==> src/rtl/lcd_spi_sequencer.sv <==
// Character-LCD sequencer: captures SPI bytes on slave-select rise, decodes
// escape-prefixed commands, queues them, runs the HD44780 power-on init and
// then strobes each queued byte onto the 8-bit LCD bus.
module lcd_spi_sequencer #(
  parameter int unsigned FIFO_DEPTH     = 4,
  parameter int unsigned SETUP_CYC      = 8,
  parameter int unsigned E_HIGH_CYC     = 50,
  parameter int unsigned WAIT_SHORT_CYC = 5000,
  parameter int unsigned WAIT_LONG_CYC  = 200000,
  parameter int unsigned POWERON_CYC    = 2000000
) (
  input  logic       i_clk,
  input  logic       i_reset_n,
  input  logic       i_ss,
  input  logic [7:0] i_data,
  output logic       o_lcd_rs,
  output logic       o_lcd_rw,
  output logic       o_lcd_e,
  output logic [7:0] o_lcd_data,
  output logic       o_init_done,
  output logic       o_busy,
  output logic       o_overflow
);

  localparam int unsigned PTR_W   = (FIFO_DEPTH > 2) ? $clog2(FIFO_DEPTH) : 1;
  localparam int unsigned MAX_CYC = (POWERON_CYC > WAIT_LONG_CYC) ? POWERON_CYC : WAIT_LONG_CYC;
  localparam int unsigned CNT_W   = (MAX_CYC > 2) ? $clog2(MAX_CYC) : 1;
  localparam int unsigned IDX_W   = 3;
  localparam int unsigned N_INIT  = 5;
  localparam logic [7:0]  ESC     = 8'hFE;

  typedef enum logic [2:0] {
    S_POWERON, S_INIT, S_IDLE, S_SETUP, S_E_HIGH, S_HOLD, S_WAIT
  } state_t;

  state_t             r_state, w_state_n;
  logic [CNT_W-1:0]   r_cnt, w_cnt_n;
  logic [IDX_W-1:0]   r_init_idx, w_idx_n;
  logic               r_init_done, w_init_done_n;
  logic               r_lcd_rs, w_rs_n;
  logic [7:0]         r_lcd_data, w_data_n;
  logic               r_lcd_e;
  logic               r_busy;
  logic               r_overflow;

  logic               r_ss_meta, r_ss_sync, r_ss_prev, r_rise_d;
  logic               r_esc;

  logic [8:0]         r_mem [FIFO_DEPTH];
  logic [PTR_W:0]     r_wr_ptr, r_rd_ptr;
  logic [PTR_W:0]     w_wr_ptr_n, w_rd_ptr_n;

  logic               w_ss_rise;
  logic               w_byte_is_esc;
  logic               w_push_req, w_push, w_pop, w_drop;
  logic               w_empty, w_full;
  logic [8:0]         w_head;
  logic [7:0]         w_init_byte;
  logic               w_long;

  assign w_ss_rise     = r_ss_sync & ~r_ss_prev;
  assign w_byte_is_esc = (i_data == ESC);
  assign w_push_req    = r_rise_d & (r_esc | ~w_byte_is_esc);
  assign w_empty       = (r_wr_ptr == r_rd_ptr);
  assign w_full        = (r_wr_ptr[PTR_W] != r_rd_ptr[PTR_W]) &&
                         (r_wr_ptr[PTR_W-1:0] == r_rd_ptr[PTR_W-1:0]);
  assign w_pop         = (r_state == S_IDLE) & ~w_empty;
  // A same-cycle pop frees the slot, so a push onto a full FIFO still lands.
  assign w_push        = w_push_req & (~w_full | w_pop);
  assign w_drop        = w_push_req & w_full & ~w_pop;
  assign w_head        = r_mem[r_rd_ptr[PTR_W-1:0]];
  assign w_wr_ptr_n    = w_push ? r_wr_ptr + (PTR_W+1)'(1) : r_wr_ptr;
  assign w_rd_ptr_n    = w_pop  ? r_rd_ptr + (PTR_W+1)'(1) : r_rd_ptr;
  assign w_long        = ~r_lcd_rs && ((r_lcd_data == 8'h01) || (r_lcd_data == 8'h02) ||
                                       (r_lcd_data == 8'h03));

  // Slave-select synchroniser, rise detect, escape flag, overflow flag and FIFO pointers.
  always_ff @(posedge i_clk or negedge i_reset_n) begin
    if (!i_reset_n) begin
      r_ss_meta  <= 1'b1;
      r_ss_sync  <= 1'b1;
      r_ss_prev  <= 1'b1;
      r_rise_d   <= 1'b0;
      r_esc      <= 1'b0;
      r_overflow <= 1'b0;
      r_wr_ptr   <= '0;
      r_rd_ptr   <= '0;
    end else begin
      r_ss_meta <= i_ss;
      r_ss_sync <= r_ss_meta;
      r_ss_prev <= r_ss_sync;
      r_rise_d  <= w_ss_rise;
      if (r_rise_d) r_esc <= r_esc ? 1'b0 : w_byte_is_esc;
      if (w_drop) r_overflow <= 1'b1;
      r_wr_ptr <= w_wr_ptr_n;
      r_rd_ptr <= w_rd_ptr_n;
    end
  end

  // FIFO storage; contents are don't-care until written, so no reset.
  always_ff @(posedge i_clk) begin
    if (w_push) r_mem[r_wr_ptr[PTR_W-1:0]] <= {~r_esc, i_data};
  end

  // HD44780 init command table.
  always_comb begin
    w_init_byte = 8'h38;
    case (r_init_idx)
      3'd0, 3'd1: w_init_byte = 8'h38;
      3'd2:       w_init_byte = 8'h0C;
      3'd3:       w_init_byte = 8'h01;
      default:    w_init_byte = 8'h06;
    endcase
  end

  // Sequencer registers, including the LCD bus outputs.
  always_ff @(posedge i_clk or negedge i_reset_n) begin
    if (!i_reset_n) begin
      r_state     <= S_POWERON;
      r_cnt       <= CNT_W'(POWERON_CYC - 1);
      r_init_idx  <= '0;
      r_init_done <= 1'b0;
      r_lcd_rs    <= 1'b0;
      r_lcd_data  <= 8'h00;
      r_lcd_e     <= 1'b0;
      r_busy      <= 1'b1;
    end else begin
      r_state     <= w_state_n;
      r_cnt       <= w_cnt_n;
      r_init_idx  <= w_idx_n;
      r_init_done <= w_init_done_n;
      r_lcd_rs    <= w_rs_n;
      r_lcd_data  <= w_data_n;
      r_lcd_e     <= (w_state_n == S_E_HIGH);
      r_busy      <= (w_state_n != S_IDLE) || (w_wr_ptr_n != w_rd_ptr_n);
    end
  end

  // Next-state logic; every timed state loads the shared counter with length-1.
  always_comb begin
    w_state_n     = r_state;
    w_cnt_n       = r_cnt;
    w_idx_n       = r_init_idx;
    w_init_done_n = r_init_done;
    w_rs_n        = r_lcd_rs;
    w_data_n      = r_lcd_data;
    case (r_state)
      S_POWERON: begin
        if (r_cnt == '0) begin
          w_state_n = S_INIT;
          w_idx_n   = '0;
        end else begin
          w_cnt_n = r_cnt - CNT_W'(1);
        end
      end
      S_INIT: begin
        w_rs_n    = 1'b0;
        w_data_n  = w_init_byte;
        w_state_n = S_SETUP;
        w_cnt_n   = CNT_W'(SETUP_CYC - 1);
      end
      S_IDLE: begin
        if (!w_empty) begin
          w_rs_n    = w_head[8];
          w_data_n  = w_head[7:0];
          w_state_n = S_SETUP;
          w_cnt_n   = CNT_W'(SETUP_CYC - 1);
        end
      end
      S_SETUP: begin
        if (r_cnt == '0) begin
          w_state_n = S_E_HIGH;
          w_cnt_n   = CNT_W'(E_HIGH_CYC - 1);
        end else begin
          w_cnt_n = r_cnt - CNT_W'(1);
        end
      end
      S_E_HIGH: begin
        if (r_cnt == '0) begin
          w_state_n = S_HOLD;
          w_cnt_n   = CNT_W'(SETUP_CYC - 1);
        end else begin
          w_cnt_n = r_cnt - CNT_W'(1);
        end
      end
      S_HOLD: begin
        if (r_cnt == '0) begin
          w_state_n = S_WAIT;
          w_cnt_n   = w_long ? CNT_W'(WAIT_LONG_CYC - 1) : CNT_W'(WAIT_SHORT_CYC - 1);
        end else begin
          w_cnt_n = r_cnt - CNT_W'(1);
        end
      end
      S_WAIT: begin
        if (r_cnt == '0) begin
          if (!r_init_done) begin
            if (r_init_idx == IDX_W'(N_INIT - 1)) begin
              w_init_done_n = 1'b1;
              w_state_n     = S_IDLE;
            end else begin
              w_idx_n   = r_init_idx + IDX_W'(1);
              w_state_n = S_INIT;
            end
          end else begin
            w_state_n = S_IDLE;
          end
        end else begin
          w_cnt_n = r_cnt - CNT_W'(1);
        end
      end
      default: w_state_n = S_POWERON;
    endcase
  end

  assign o_lcd_rs    = r_lcd_rs;
  assign o_lcd_rw    = 1'b0;
  assign o_lcd_e     = r_lcd_e;
  assign o_lcd_data  = r_lcd_data;
  assign o_init_done = r_init_done;
  assign o_busy      = r_busy;
  assign o_overflow  = r_overflow;

endmodule

==> config.mk <==
export PLATFORM = sky130hd
export DESIGN_NAME = lcd_spi_sequencer
export DESIGN_NICKNAME = d
export VERILOG_FILES = /design/src/rtl/lcd_spi_sequencer.sv
export SDC_FILE = /design/constraint.sdc
export NUM_CORES = 1
export LEC_CHECK = 0
export BUFFER_PORTS_ARGS = -buffer_cell sky130_fd_sc_hd__buf_2
export CAP_MARGIN = 40
export CORE_AREA = 3 3 92 94
export CTS_CLUSTER_DIAMETER = 150
export CTS_CLUSTER_SIZE = 10
export DETAILED_ROUTE_END_ITERATION = 8
export DIE_AREA = 0 0 95 97
export GPL_ROUTABILITY_DRIVEN = 0
export PLACE_DENSITY = 0.82
export SYNTH_ARGS = -nofsm -noshare
export SYNTH_HDL_FRONTEND = slang
export SYNTH_SLANG_ARGS = --single-unit
==> constraint.sdc <==
create_clock -name i_clk -period 3.2 [get_ports i_clk]
set_input_delay 0.32 -clock i_clk [delete_from_list [all_inputs] [get_ports i_clk]]
set_output_delay 0.32 -clock i_clk [all_outputs]
set_load 0.02 [all_outputs]
# [After elaboration in Yosys (flattened, before gate mapping)]
# Memories as Yosys holds them, arrays and structs flattened.
# Index checks and enable logic that the tools add are counted.
[word_totals] reg_bits=51 ramBits=36 input_bits=11 output_inout_bits=14 wordCells=112 memories=1
[mem_list] memory="r_mem" words=4 width=9 rd=1 rd_ports_with_merged_regs=0 wr=1 line_no="49" text="logic [8:0] r_mem [FIFO_DEPTH];"
[op_classes] n_addsub=4 n_eq_ne=26 n_mux=33 n_bitwise=15 reduce_logical=17
[ops] cell="case mux 21 bit (6 select lines)" n=1
[ops] cell="two-way mux 21 bit" n=5
[ops] cell="two-way mux 3 bit" n=13
[ops] cell="zero test 21 bit" n=1
[ops] cell="case mux 3 bit (7 select lines)" n=1
[ops] cell="subtractor 21 x 1 -> 21 bit (second input constant)" n=1
[ops] cell="two-way mux 18 bit" n=1
[ops] cell="case mux 6 bit (3 select lines)" n=1
[ops] cell="equality test 8 x 2 -> 1 bit (second input constant)" n=2
[ops] cell="case mux 8 bit (2 select lines)" n=1
[ops] cell="equality test 3 bit (second input constant)" n=5
[ops] cell="equality test 3 x 2 -> 1 bit (second input constant)" n=4
[ops] cell="!= test 2 bit (second input constant)" n=6
[ops] cell="adder 3 x 1 -> 3 bit (second input constant)" n=3
[ops] cell="equality test 8 x 1 -> 1 bit (second input constant)" n=1
[ops] cell="equality test 8 bit (second input constant)" n=1
[ops] cell="two-way mux 8 bit" n=1
[ops] cell="NOT 1 bit" n=7
[ops] cell="bitwise AND 1 bit" n=6
[ops] cell="equality test 3 x 1 -> 1 bit (second input constant)" n=2
[ops] cell="zero test 3 bit" n=2
[ops] cell="two-way mux 1 bit" n=6
[ops] cell="case mux 3 bit (2 select lines)" n=1
[ops] cell="nonzero test 6 bit" n=1
[ops] cell="other kinds (15)" n=22

# [Longest topological paths before layout]
# Gate-level depths: netlist of the first run.
[logic_depth] word_depth=8 depth_mapped=10

# [Worst setup path before layout of the first run]
# Ideal clock, no wire load.
[synth_timing] path_kind="register to register" from="register r_cnt[13]" to="register r_cnt[7]" arrival_time_ps=2114 required_ps=3068 setup_slack_ps=955 path_stages_with_launch=10 path_cell_list="dfrtp_1 -> or3_4 -> or4_4 -> buf_6 -> nor2_4 -> buf_6 -> buf_4 -> nor3_1 -> o21ai_0 -> nand3_1"
[synth_between] elab_chain_len=3 elab_cells_between_ends=7
[synth_rtl] element="from (decl)" line_no="37" text="logic [CNT_W-1:0] r_cnt, w_cnt_n;"
[synth_rtl] element="from (signal assigned)" line_no="120" text="r_cnt <= CNT_W'(POWERON_CYC - 1);"
[synth_rtl] element="from (signal assigned)" line_no="129" text="r_cnt <= w_cnt_n;"
[synth_rtl] element="zero test 21 bit *"
[synth_rtl] element="two-way mux 21 bit, or another cell as far along" line_no="187" text="if (r_cnt == '0) begin"
[synth_rtl] element="case mux 21 bit (6 select lines) / AND reduction 3 bit (equally long branches)"
# Every way passes the cells marked *; elsewhere a longest branch is shown, timed or not.
# A chain may end at the register's enable or synchronous reset.

# [Final worst setup path of the first run]
[layout_timing] from="register r_rd_ptr[0]" to="register r_cnt[11]"
[layout_between] elab_chain_len=3
[layout_rtl] element="from (decl)" line_no="50" text="logic [PTR_W:0] r_wr_ptr, r_rd_ptr;"
[layout_rtl] element="from (signal assigned)" line_no="96" text="r_rd_ptr <= w_rd_ptr_n;"
[layout_rtl] element="equality test 3 bit" line_no="64" text="assign w_empty = (r_wr_ptr == r_rd_ptr);"
[layout_rtl] element="!= test 2 bit (no source line)"
[layout_rtl] element="AND reduction 3 bit (no source line)"
# Every way passes these cells.

==> impl_metrics.yaml, run 1 <==
die:
  die_w_um: 95
  core_area_um2: 7730
  die_area_um2: 9220
  initial_core_util: 0.592
  ios: 25
  placement_rows: 32
  die_h_um: 97
global_route:
  grt_max_degree: 28
  grt_first_pass_wirelength_um: 17000
  antenna_found_initial: 0
  first_global_vias: 3380
  gr-total-overflow: 0
  grt.total_usage: 0.237
clock_network:
  insertion_delay_ns: 0.37
  cts_sinks: 87
  cts-root-buf: "clkbuf_8"
  cts.reportedPaths.clkPinSlew_ns: 0.10
  htree_levels: 3
  cts_buffers: 9
  clk_path_buf_depth: 2
  tritoncts: "yes"
layout:
  utilization: 0.647
  final_common_cell: "nand2_1"
  area_growth_syn_to_layout_pct: 9.33
  diodes: 0
  final_cell_mix: "49 x nand2_1, 36 x edfxtp_1, 34 x dfrtp_1"
  stdcell_area_um2: 5000
  nFillCells: 583
  nets: 474
  drive_gt1_frac: 0.202
critical_path:
  worst_ep_required_time_ns: 3.51
  ff2ff_path_depth: 6
  critical_path_arrival_ns: 3.09
  critPathCaptureType: "flop"
  critPathLaunchType: "flop"
  critical_path.max_fanout: 12
  r2r_setup_slack_ns: 0.42
  timing.rr.end: "r_cnt[11]"
  path_class: "reg2reg"
  r2r-start: "r_rd_ptr[0]"
sta:
  fin_skew_ns: 0.0119
  hold_violations: 0
  hold_ws_ns: 0.0417
  worst_slew_pin_slew_ns: 0.759
  layout_min_cycle_time_ns: 2.78
  rsz0062_at_grt: "no"
  period_share: 0.869
  slew_violations: 0
  slew_headroom: 0.489
  setup-tns-final_ns: 0
  setup_viol: 0
  fmax_ghz: 0.360
detailed_routing:
  dr_total_vias: 3595
  drt_iter0_markers: 397
  first_pass_iters: 6
  vias_per_cell: 6.44
  drc: 0
  routedWlPerCell_um: 18.4
  antenna_left: 0
  wl_um: 10300
min_path:
  timing.hold.worst_endpoint: "r_ss_meta"
  hold_path_class: "in2reg"
  min-delay-start: "i_ss"
  min_path_cells: 1
pwr:
  p_sw_uw: 673
  vdd_drop_max_v: 0.000413
  switching_share: 0.289
  internal_power_mw: 1.66
  power.total_mw: 2.33
  power_frac_comb: 0.119
  p_clk_frac: 0.331
  p_leak_nw: 1.97
  p_per_area_nw_per_um2: 466
  p_seq_frac: 0.550
synthesis:
  synthArstFlopShare: 0.586
  syn-instance-count: 429
  syn_area_um2: 4570
  synth_warnings: 0
  synthTopCellsByArea: "edfxtp_1 24%, dfrtp_1 19%, dfstp_2 9.8%"
  yosys.cell_types.count: 65
  syn_area_per_cell_um2: 10.7
  synth_flop_cell: "edfxtp_1"
  synth_edf_count: 36
  yosys.area.top_type: "edfxtp_1"
  ys_ff_latch: 87
  syn_nets: 452
  ys_seq_area_frac: 0.520
  synth_top_area_share: 0.236
place:
  placed_area_um2: 4790
  dp.final_hpwl_um: 7330
  port-buffer-count: 23
job:
  cap_violations: 0
run_status:
  outcome: "finished clean"
-- power groups by stage --
stage          combinational, mW  sequential, mW  clock (mW)
2_1_floorplan              0.185            1.30           0
3_3_place_gp               0.255            1.30           0
3_5_place_dp               0.272            1.30           0
4_1_cts                    0.280            1.28       0.779
5_1_grt                    0.310            1.29       0.823
6_report                   0.278            1.28       0.771
-- layer usage --
layer | part of all wire | global-route usage | vias up
met2 | 0.50 | 0.373 | 175
met1 | 0.41 | 0.320 | 1744
met5 | 0 | 0 | -
li1 | - | - | 1649
met3 | 0.065 | 0.0420 | 27
met4 | 0.024 | 0.103 | 0
-- critical path, stage by stage, from the launching register on --
cell	delay, ns
dfrtp_1	0.65
xnor2_1	0.55
nand3_1	0.32
nor2b_1	0.33
o21a_1	0.27
a2111oi_0	0.42
a211o_1	0.19
-- through the flow --
| stage | setup WS [ns] | cells |
|---|---|---|
| 6_report | 0.420 | 558 |
| 5_1_grt | 0.141 | 558 |
| 4_1_cts | 0.450 | 558 |
| 3_5_place_dp | 0.519 | 541 |
| 3_3_place_gp | 0.598 | 540 |
| 2_1_floorplan | 0.955 | 429 |
-- cells in the mapped netlist, drive strengths merged, types with 5 or more instances --
cell     n
mux4     9
nor2    28
nand2   50
dfrtp   34
o211ai   7
a31oi   12
nor3    17
or3      7
nand3   18
o21ai   33
clkbuf  12
inv     14
edfxtp  36
ha      12
dfstp   17
xnor2    8
nand4    5
a21oi   24
buf     11
nor4    12
-- layout make-up --
type,count,area [um^2],share of cell area
Sequential cell,87,2380,0.476
Clock inverter,7,73.8,0.0148
Timing Repair Buffer,34,220,0.0440
Inverter,14,52.6,0.0105
Multi-Input combinational cell,305,2020,0.405
Tap cell,102,128,0.0255
Clock buffer,9,124,0.0248
-- sequential cells by signal (all words and copies together), names as in the netlist, 3 cells and up --
name,cells
r_mem,36
r_init_idx,3
r_state,3
r_rd_ptr,3
r_cnt,21
r_wr_ptr,3
o_lcd_data,8
-- cells by family (layout without fill, tap and decap cells) --
group	after synthesis	after routing	share of synthesized area
muxes	12	12	0.0514
and+or+nand+nor	158	158	0.178
adders and majority gates	12	12	0.0328
DFF	87	87	0.520
other	1	1	0.000820
buffers and inverters	37	64	0.0375
xor gates and xnor gates	12	12	0.0230
AOI/OAI and AO/OA	110	110	0.156
-- worst max-delay path by stage --
stage                     start          end  slack, ns  cells past startpoint
floorplan             r_cnt[13]     r_cnt[7]       0.95                      9
global placement    r_rd_ptr[0]  r_mem[3][7]       0.60                      4
detailed placement  r_rd_ptr[0]    r_cnt[11]       0.52                      6
CTS                 r_rd_ptr[0]  r_mem[3][5]       0.45                      4
global route        r_rd_ptr[0]    r_cnt[11]       0.14                      6
finish              r_rd_ptr[0]    r_cnt[11]       0.42                      6
-- timing repair --
action,CTS,global route
gates resized for setup,0,0
setup buffers,0,0
hold buffers,1,0
hold endpoints to repair,13,0
Note: power is estimated with default switching activity, not from simulation.
==> run 2: changes to the inputs <==
PLACE_DENSITY = 0.76   (was 0.82)
==> run 2 against run 1 <==
Final cell count grew 0.36%. First-iteration DRC count shrank 29%. Critical path depth shrank 2. Wire length shrank 1.3%. Flip-flop and latch count is the same. Worst setup slack gained 0.097 ns. Fmax grew 3.6%. Critical path type unchanged. Largest cell class unchanged. Highest routed layer unchanged.
==> impl_metrics.yaml, run 2 (synthesized netlist as in run 1, its figures left out) <==
run_status:
  outcome: "finished clean"
die:
  die_h_um: 97
  initial_core_util: 0.592
  ios: 25
  die_w_um: 95
  placement_rows: 32
  die_area_um2: 9220
  core_area_um2: 7730
global_route:
  first_global_vias: 3379
  grt_first_pass_wirelength_um: 16900
  antenna_found_initial: 0
  grt.total_usage: 0.234
  grt_max_degree: 27
  gr-total-overflow: 0
clock_network:
  cts-root-buf: "clkbuf_8"
  cts_resized: 0
  htree_levels: 3
  cts_sinks: 87
  cts_buffers: 9
  insertion_delay_ns: 0.36
  tritoncts: "yes"
  clk_path_buf_depth: 2
  ctsHoldBuffers: 1
  cts.reportedPaths.clkPinSlew_ns: 0.10
  cts_setup_buffers: 0
detailed_routing:
  maxUsedRoutingLayer: "met4"
  drc: 0
  routedWlPerCell_um: 18.1
  wl_met3_um: 669
  wl_met2_um: 5000
  drt-met1-wl_um: 4280
  wl_um: 10100
  first_pass_iters: 6
  drt_iter0_markers: 281
  dr_total_vias: 3525
  antenna_left: 0
  vias_per_cell: 6.29
layout:
  area_growth_syn_to_layout_pct: 9.47
  final_common_cell: "nand2_1"
  diodes: 0
  nFillCells: 613
  largest_reg_flops: 36
  stdcell_count: 560
  nets: 476
  final_cell_mix: "49 x nand2_1, 36 x edfxtp_1, 34 x dfrtp_1"
  drive_gt1_frac: 0.205
  stdcell_area_um2: 5010
pwr:
  p_clk_frac: 0.327
  internal_power_mw: 1.65
  vdd_drop_max_v: 0.000369
  p_sw_uw: 656
  p_leak_nw: 1.98
  p_per_area_nw_per_um2: 460
  p_seq_frac: 0.554
  power.total_mw: 2.30
  switching_share: 0.284
  power_frac_comb: 0.119
critical_path:
  critical_path.max_fanout: 12
  path_class: "reg2reg"
  critPathCaptureType: "flop"
  critical_path_arrival_ns: 2.67
  worst_ep_required_time_ns: 3.19
  critPathLaunchType: "flop"
sta:
  fin_skew_ns: 0.0142
  period_share: 0.839
  final.setup.worst_slack_ns: 0.517
  setup-tns-final_ns: 0
  setup_viol: 0
  slew_headroom: 0.516
  layout_min_cycle_time_ns: 2.68
  fmax_ghz: 0.373
  slew_violations: 0
  hold_violations: 0
  rsz0062_at_grt: "no"
  worst_slew_pin_slew_ns: 0.726
place:
  port-buffer-count: 23
  dp.final_hpwl_um: 7260
  placed_area_um2: 4800
  dpl_worst_slack_ns: 0.542
  placed_cells: 543
min_path:
  hold_path_class: "in2reg"
job:
  cap_violations: 0
## run 2: cell count changes in the layout (fill, tap and decap cells not counted)
cell and change:
buf_16 -1, clkinvlp_4 +1, buf_12 +1, inv_6 -1, buf_4 +2
## run 2: metrics by stage
stage / hold WS, ns / utilization
2_1_floorplan: 0.0244 / -
3_3_place_gp: 0.346 / 0.619
3_5_place_dp: 0.316 / 0.621
4_1_cts: 0.0440 / 0.648
5_1_grt: 0.0235 / 0.648
6_report: 0.0536 / 0.648
## run 2: layer usage
| metal | GRT usage | vias to the layer above |
|---|---|---|
| met5 | 0 | - |
| met2 | 0.372 | 148 |
| met3 | 0.0537 | 28 |
| met4 | 0.0633 | 0 |
| met1 | 0.324 | 1694 |
| li1 | - | 1655 |
## run 2: area by class of cell
cell class / count / area [um^2] / area share
well taps: 102 / 128 / 0.0255
repair buffers: 36 / 228 / 0.0455
multi-input cells: 305 / 2020 / 0.404
clock inverters: 7 / 72.6 / 0.0145
flip-flops and latches: 87 / 2380 / 0.475
inverters: 14 / 52.6 / 0.0105
clock buffers: 9 / 124 / 0.0247
## run 2: worst paths after layout
path	end	cells after the start	start	slack (ns)
max	r_mem[3][0]	4	r_rd_ptr[0]	0.52
min	r_ss_meta	1	i_ss	0.05
max reg2reg	r_mem[3][0]	4	r_rd_ptr[0]	0.52
min reg2reg	r_ss_sync	0	r_ss_meta	0.37
max in group asynchronous	r_cnt[15]	4	i_reset_n	2.00
min in group asynchronous	r_init_idx[1]	2	i_reset_n	0.46
## run 2: critical path, cell delays in order, from the launching register on
cell     delay (ns)
dfrtp_1        0.83
xnor2_1        0.29
nand4_1        0.19
nor2b_1        0.46
and2_1         0.54
## run 2: power groups by stage
| stage | Sequential (mW) | Combinational, mW | Clock, mW |
|---|---|---|---|
| 2_1_floorplan | 1.30 | 0.185 | 0 |
| 5_1_grt | 1.29 | 0.307 | 0.814 |
| 4_1_cts | 1.28 | 0.278 | 0.760 |
| 3_5_place_dp | 1.30 | 0.275 | 0 |
| 6_report | 1.28 | 0.275 | 0.754 |
| 3_3_place_gp | 1.30 | 0.256 | 0 |
